### config.mk
export PLATFORM = sky130hd
export DESIGN_NAME = pin_input_conditioner
export DESIGN_NICKNAME = d
export VERILOG_FILES = /design/src/rtl/pin_input_conditioner.sv
export SDC_FILE = /design/constraint.sdc
export NUM_CORES = 1
export LEC_CHECK = 0
export BUFFER_PORTS_ARGS = -buffer_cell sky130_fd_sc_hd__buf_2
export CORE_UTILIZATION = 45
export DETAILED_ROUTE_END_ITERATION = 8
export PLACE_DENSITY = 0.65
export SLEW_MARGIN = 20
export SYNTH_ARGS = -nofsm -noshare
export SYNTH_HDL_FRONTEND = slang
export SYNTH_SLANG_ARGS = --single-unit
### constraint.sdc
create_clock -name clk_2 -period 2.07 [get_ports clk_2]
set_clock_uncertainty 0.05 [all_clocks]
set_input_delay 0.207 -clock clk_2 [delete_from_list [all_inputs] [get_ports clk_2]]
set_output_delay 0.207 -clock clk_2 [all_outputs]
set_load 0.02 [all_outputs]
### src/rtl/pin_input_conditioner.sv
// Input conditioner for the ATM card/PIN controller.
// Synchronizes and debounces card/code switches and emits clean digit and card events.
module pin_input_conditioner #(
    parameter int NBITS_CODE      = 3,
    parameter int DEBOUNCE_CYCLES = 4,
    parameter int CNT_BITS        = 3
) (
    input  logic                  clk_2,
    input  logic                  reset,
    input  logic [NBITS_CODE-1:0] code_raw,
    input  logic                  card_raw,
    output logic                  card_present,
    output logic                  card_inserted,
    output logic                  card_removed,
    output logic                  digit_valid,
    output logic [NBITS_CODE-1:0] digit
);

    localparam logic [CNT_BITS-1:0] CNT_MAX = CNT_BITS'(DEBOUNCE_CYCLES - 1);
    localparam logic [CNT_BITS-1:0] CNT_ONE = CNT_BITS'(1);

    typedef enum logic [1:0] {
        WAIT_ZERO = 2'd0,
        READY     = 2'd1,
        HELD      = 2'd2
    } state_t;

    logic [NBITS_CODE-1:0] code_s1_q, code_s2_q;
    logic                  card_s1_q, card_s2_q;

    logic [NBITS_CODE-1:0] code_cand_q, code_cand_d;
    logic [CNT_BITS-1:0]   code_cnt_q, code_cnt_d;
    logic [NBITS_CODE-1:0] code_stable_q, code_stable_d;

    logic                  card_cand_q, card_cand_d;
    logic [CNT_BITS-1:0]   card_cnt_q, card_cnt_d;
    logic                  card_stable_q, card_stable_d;

    logic                  ins_q, ins_d;
    logic                  rem_q, rem_d;

    state_t                state_q, state_d;
    logic [NBITS_CODE-1:0] digit_q, digit_d;
    logic                  dv_q, dv_d;

    // Two-flop synchronizers for the asynchronous switch inputs
    always_ff @(posedge clk_2 or posedge reset) begin
        if (reset) begin
            code_s1_q <= '0;
            code_s2_q <= '0;
            card_s1_q <= 1'b0;
            card_s2_q <= 1'b0;
        end else begin
            code_s1_q <= code_raw;
            code_s2_q <= code_s1_q;
            card_s1_q <= card_raw;
            card_s2_q <= card_s1_q;
        end
    end

    // Code debounce: candidate must be seen DEBOUNCE_CYCLES times in a row
    always_comb begin
        code_cand_d   = code_cand_q;
        code_cnt_d    = code_cnt_q;
        code_stable_d = code_stable_q;
        if (code_s2_q != code_cand_q) begin
            code_cand_d = code_s2_q;
            code_cnt_d  = '0;
        end else if (code_cnt_q != CNT_MAX) begin
            code_cnt_d = code_cnt_q + CNT_ONE;
        end else begin
            code_stable_d = code_cand_q;
        end
    end

    // Card debounce plus edge pulses aligned with the stable level change
    always_comb begin
        card_cand_d   = card_cand_q;
        card_cnt_d    = card_cnt_q;
        card_stable_d = card_stable_q;
        if (card_s2_q != card_cand_q) begin
            card_cand_d = card_s2_q;
            card_cnt_d  = '0;
        end else if (card_cnt_q != CNT_MAX) begin
            card_cnt_d = card_cnt_q + CNT_ONE;
        end else begin
            card_stable_d = card_cand_q;
        end
        ins_d = card_stable_d & ~card_stable_q;
        rem_d = ~card_stable_d & card_stable_q;
    end

    // Debounce state registers
    always_ff @(posedge clk_2 or posedge reset) begin
        if (reset) begin
            code_cand_q   <= '0;
            code_cnt_q    <= '0;
            code_stable_q <= '0;
            card_cand_q   <= 1'b0;
            card_cnt_q    <= '0;
            card_stable_q <= 1'b0;
            ins_q         <= 1'b0;
            rem_q         <= 1'b0;
        end else begin
            code_cand_q   <= code_cand_d;
            code_cnt_q    <= code_cnt_d;
            code_stable_q <= code_stable_d;
            card_cand_q   <= card_cand_d;
            card_cnt_q    <= card_cnt_d;
            card_stable_q <= card_stable_d;
            ins_q         <= ins_d;
            rem_q         <= rem_d;
        end
    end

    // Digit FSM: accept a nonzero code only after a zero, card removal wins
    always_comb begin
        state_d = state_q;
        digit_d = digit_q;
        dv_d    = 1'b0;
        if (!card_stable_q) begin
            state_d = WAIT_ZERO;
        end else begin
            unique case (state_q)
                WAIT_ZERO: begin
                    if (code_stable_q == '0) state_d = READY;
                end
                READY: begin
                    if (code_stable_q != '0) begin
                        digit_d = code_stable_q;
                        dv_d    = 1'b1;
                        state_d = HELD;
                    end
                end
                HELD: begin
                    if (code_stable_q == '0) state_d = READY;
                end
                default: state_d = WAIT_ZERO;
            endcase
        end
    end

    // Digit FSM registers
    always_ff @(posedge clk_2 or posedge reset) begin
        if (reset) begin
            state_q <= WAIT_ZERO;
            digit_q <= '0;
            dv_q    <= 1'b0;
        end else begin
            state_q <= state_d;
            digit_q <= digit_d;
            dv_q    <= dv_d;
        end
    end

    assign card_present  = card_stable_q;
    assign card_inserted = ins_q;
    assign card_removed  = rem_q;
    assign digit_valid   = dv_q;
    assign digit         = digit_q;

endmodule

==> reports/metrics.cfg <==
[clock_network]
clk_pin_slew_worst_paths_ps=80
htreeDepth=2
cts_made_buffers=5
cts.sinks=30
cts_tree=done
ctsResizeCount=0
clk_latency_ps=300
root_buffer=clkbuf_4
clk_path_buf_depth=2

[grt]
overflow=0
grt_max_degree=31
first_global_vias=608
grt_pass1_wl_um=2540
track_usage_pct=14.1
antenna_found_initial=0

[power]
seqPwrFrac_pct=61.1
pwr_density_cell_nw_per_um2=819
internal_power_uw=812
vdd_drop_max_v=0.000620
leakagePower_nw=0.654
combPwrFrac_pct=11.5
power.total_mw=1.07
power_frac_clock_pct=27.4
switchingPower_uw=261
switching_share_pct=24.3

[outcome]
status=finished clean

[critical_path]
path_cells=ha_1, ha_1, nand4_1, mux2_2
cp_data_required_time_ps=2210
max_stage_delay_ps=400
crit_arrival_ps=1660
cp.depth=4
worst_path_max_delay_cell=dfrtp_1
r2r_end=code_stable_q[2]
crit_fanout=5
cp-start-kind=flop
timing.rr.start=code_cnt_q[0]
crit_type=reg -> reg
worst_path_most_repeated_cell=ha_1
r2r_slack_ps=550
startpoint=code_cnt_q[0]
r2r_cells=4
crit_family=adder cells
crit_path_end_kind=flop
path_buf_inv=0
crit_end=code_stable_q[2]

[floorplanning]
fp.dieW_um=52.1
ios=13
core-area_um2=2300
die_area_um2=2710
die-height_um=52.1
initial_core_util_pct=49.2
rows=17

[timing]
hold_slack_ps=304
slew_headroom_pct=75.6
max_freq_mhz=658
fin_setup_tns_ps=0
worstMarginPinSlew_ps=366
fin_ws_ps=550
fin_crit_sh_pct=73.4
hold_viol=0
grt_setup_unrepaired=no
setup_viol=0
fin_crit_ps=1520
slew_violations=0

[route]
drt-total-wl_um=1440
drt_first_pass_iters=4
drt-vias-per-instance=4.77
wl_per_cell_um=10.9
detailroute.via_count=630
drcViolationCount=0
drt_iter0_markers=5
ant_nets=0

[finish]
final_common_cell=dfrtp_1
stdcell_count=132
fin_nets=114
diodes=0
postLayoutCellArea_um2=1310
drive_above_1_share_pct=24.0
mostFrequentLayoutCells=30 x dfrtp_1, 12 x buf_2, 10 x nor2_1
final_util_pct=57.0
syn_to_final_growth_pct=15.8

[place]
place_hpwl_um=996
dpl_cell_area_um2=1210
portBuffers=12
post-place-ws_ps=550
dp.cells=120
place_congestion=0.710

[logic_synthesis]
seq_area_frac_synth_pct=66.4
synth_nets=94
synthTopCellsByArea=dfrtp_1 66%, ha_1 4.4%, mux2_2 4.0%
synth_top_area_share_pct=66.4
syn_inst=84
ys.warnings.count=0
synth_area_um2=1130
ys_ff_latch=30
yosys.area.top_type=dfrtp_1
syn_area_per_cell_um2=13.5
synth_cell_types=21

[worst_hold_path]
hp-class=reg -> reg

[run]
maxCapViolCount=0

==> worst min path at each step <==
stage | from | endpoint | slack, ps | cells after the start
floorplan | card_raw | card_s1_q | 190 | 0
global placement | reset | code_s1_q[0] | 240 | 3
detailed placement | reset | code_s1_q[0] | 240 | 3
CTS | code_s1_q[0] | code_s2_q[0] | 310 | 0
global route | code_s1_q[0] | code_s2_q[0] | 310 | 0
finish | code_s1_q[0] | code_s2_q[0] | 300 | 0
==> cells in the mapped netlist <==
| cell | count |
|---|---|
| dfrtp_1 | 30 |
| nor2_1 | 10 |
| clkbuf_1 | 5 |
| inv_1 | 5 |
| a21oi_1 | 4 |
| ha_1 | 4 |
| mux2_2 | 4 |
| xor2_1 | 4 |
| xnor2_1 | 3 |
| mux2i_1 | 2 |
| nand2_1 | 2 |
| nor3_4 | 2 |
| and3_1 | 1 |
| and4b_1 | 1 |
| mux2_1 | 1 |
| nand2_2 | 1 |
| nand2b_1 | 1 |
| nand3_1 | 1 |
| nand4_1 | 1 |
| nor3b_1 | 1 |
| o32ai_1 | 1 |
==> layer usage <==
metal | part of all wire, % | vias to the layer above | track usage, % | routed length (um)
li1 | - | 314 | - | -
met1 | 46 | 299 | 16.0 | 661
met2 | 47 | 15 | 20.1 | 679
met3 | 5.0 | 2 | 7.89 | 72
met4 | 1.7 | 0 | 9.46 | 25
met5 | 0 | - | 0 | 0
==> registers in the layout, indices dropped and copies added (netlist names) <==
signal and cells:
card_cnt_q 3, code_cand_q 3, code_cnt_q 3, code_s1_q 3
code_s2_q 3, code_stable_q 3, digit 3, state_q 2
card_cand_q 1, card_inserted 1, card_present 1, card_removed 1
card_s1_q 1, card_s2_q 1, digit_valid 1
==> area by class of cell <==
| class | count | area (um^2) |
|---|---|---|
| Fill cell | 194 | 988 |
| Sequential cell | 30 | 751 |
| Multi-Input combinational cell | 44 | 342 |
| Timing Repair Buffer | 18 | 118 |
| Clock buffer | 7 | 45.0 |
| Tap cell | 28 | 35.0 |
| Inverter | 5 | 18.8 |
==> worst register-to-register path: cells and delay by family, from the launching register on <==
kind | cells | cell delay (ps)
fa+ha+maj | 2 | 450
flops | 1 | 400
mux | 1 | 350
simple gates | 1 | 160
==> logic make-up after synthesis <==
| family | Yosys count | share of synthesized area (%) |
|---|---|---|
| flip-flops | 30 | 66.4 |
| buffers and inverters | 10 | 3.32 |
| multiplexers | 7 | 6.75 |
| adder cells (fa/ha/maj) | 4 | 4.43 |
| AND/OR/NAND/NOR | 21 | 11.1 |
| AO/OA/AOI/OAI | 5 | 2.55 |
| XOR/XNOR | 7 | 5.43 |
==> power groups by stage <==
stage | Sequential [mW] | Clock, mW | Combinational, mW
6_report | 0.655 | 0.294 | 0.123
3_5_place_dp | 0.667 | 0 | 0.118
5_1_grt | 0.661 | 0.341 | 0.151
3_3_place_gp | 0.663 | 0 | 0.110
2_1_floorplan | 0.664 | 0 | 0.0890
4_1_cts | 0.655 | 0.308 | 0.126
==> repair_timing <==
action                                 in CTS  in global routing
endpoints found under the hold margin      34                  0
hold buffers                                5                  0
buffers inserted                            0                  0
No activity file was read; power rests on OpenSTA's default activity.
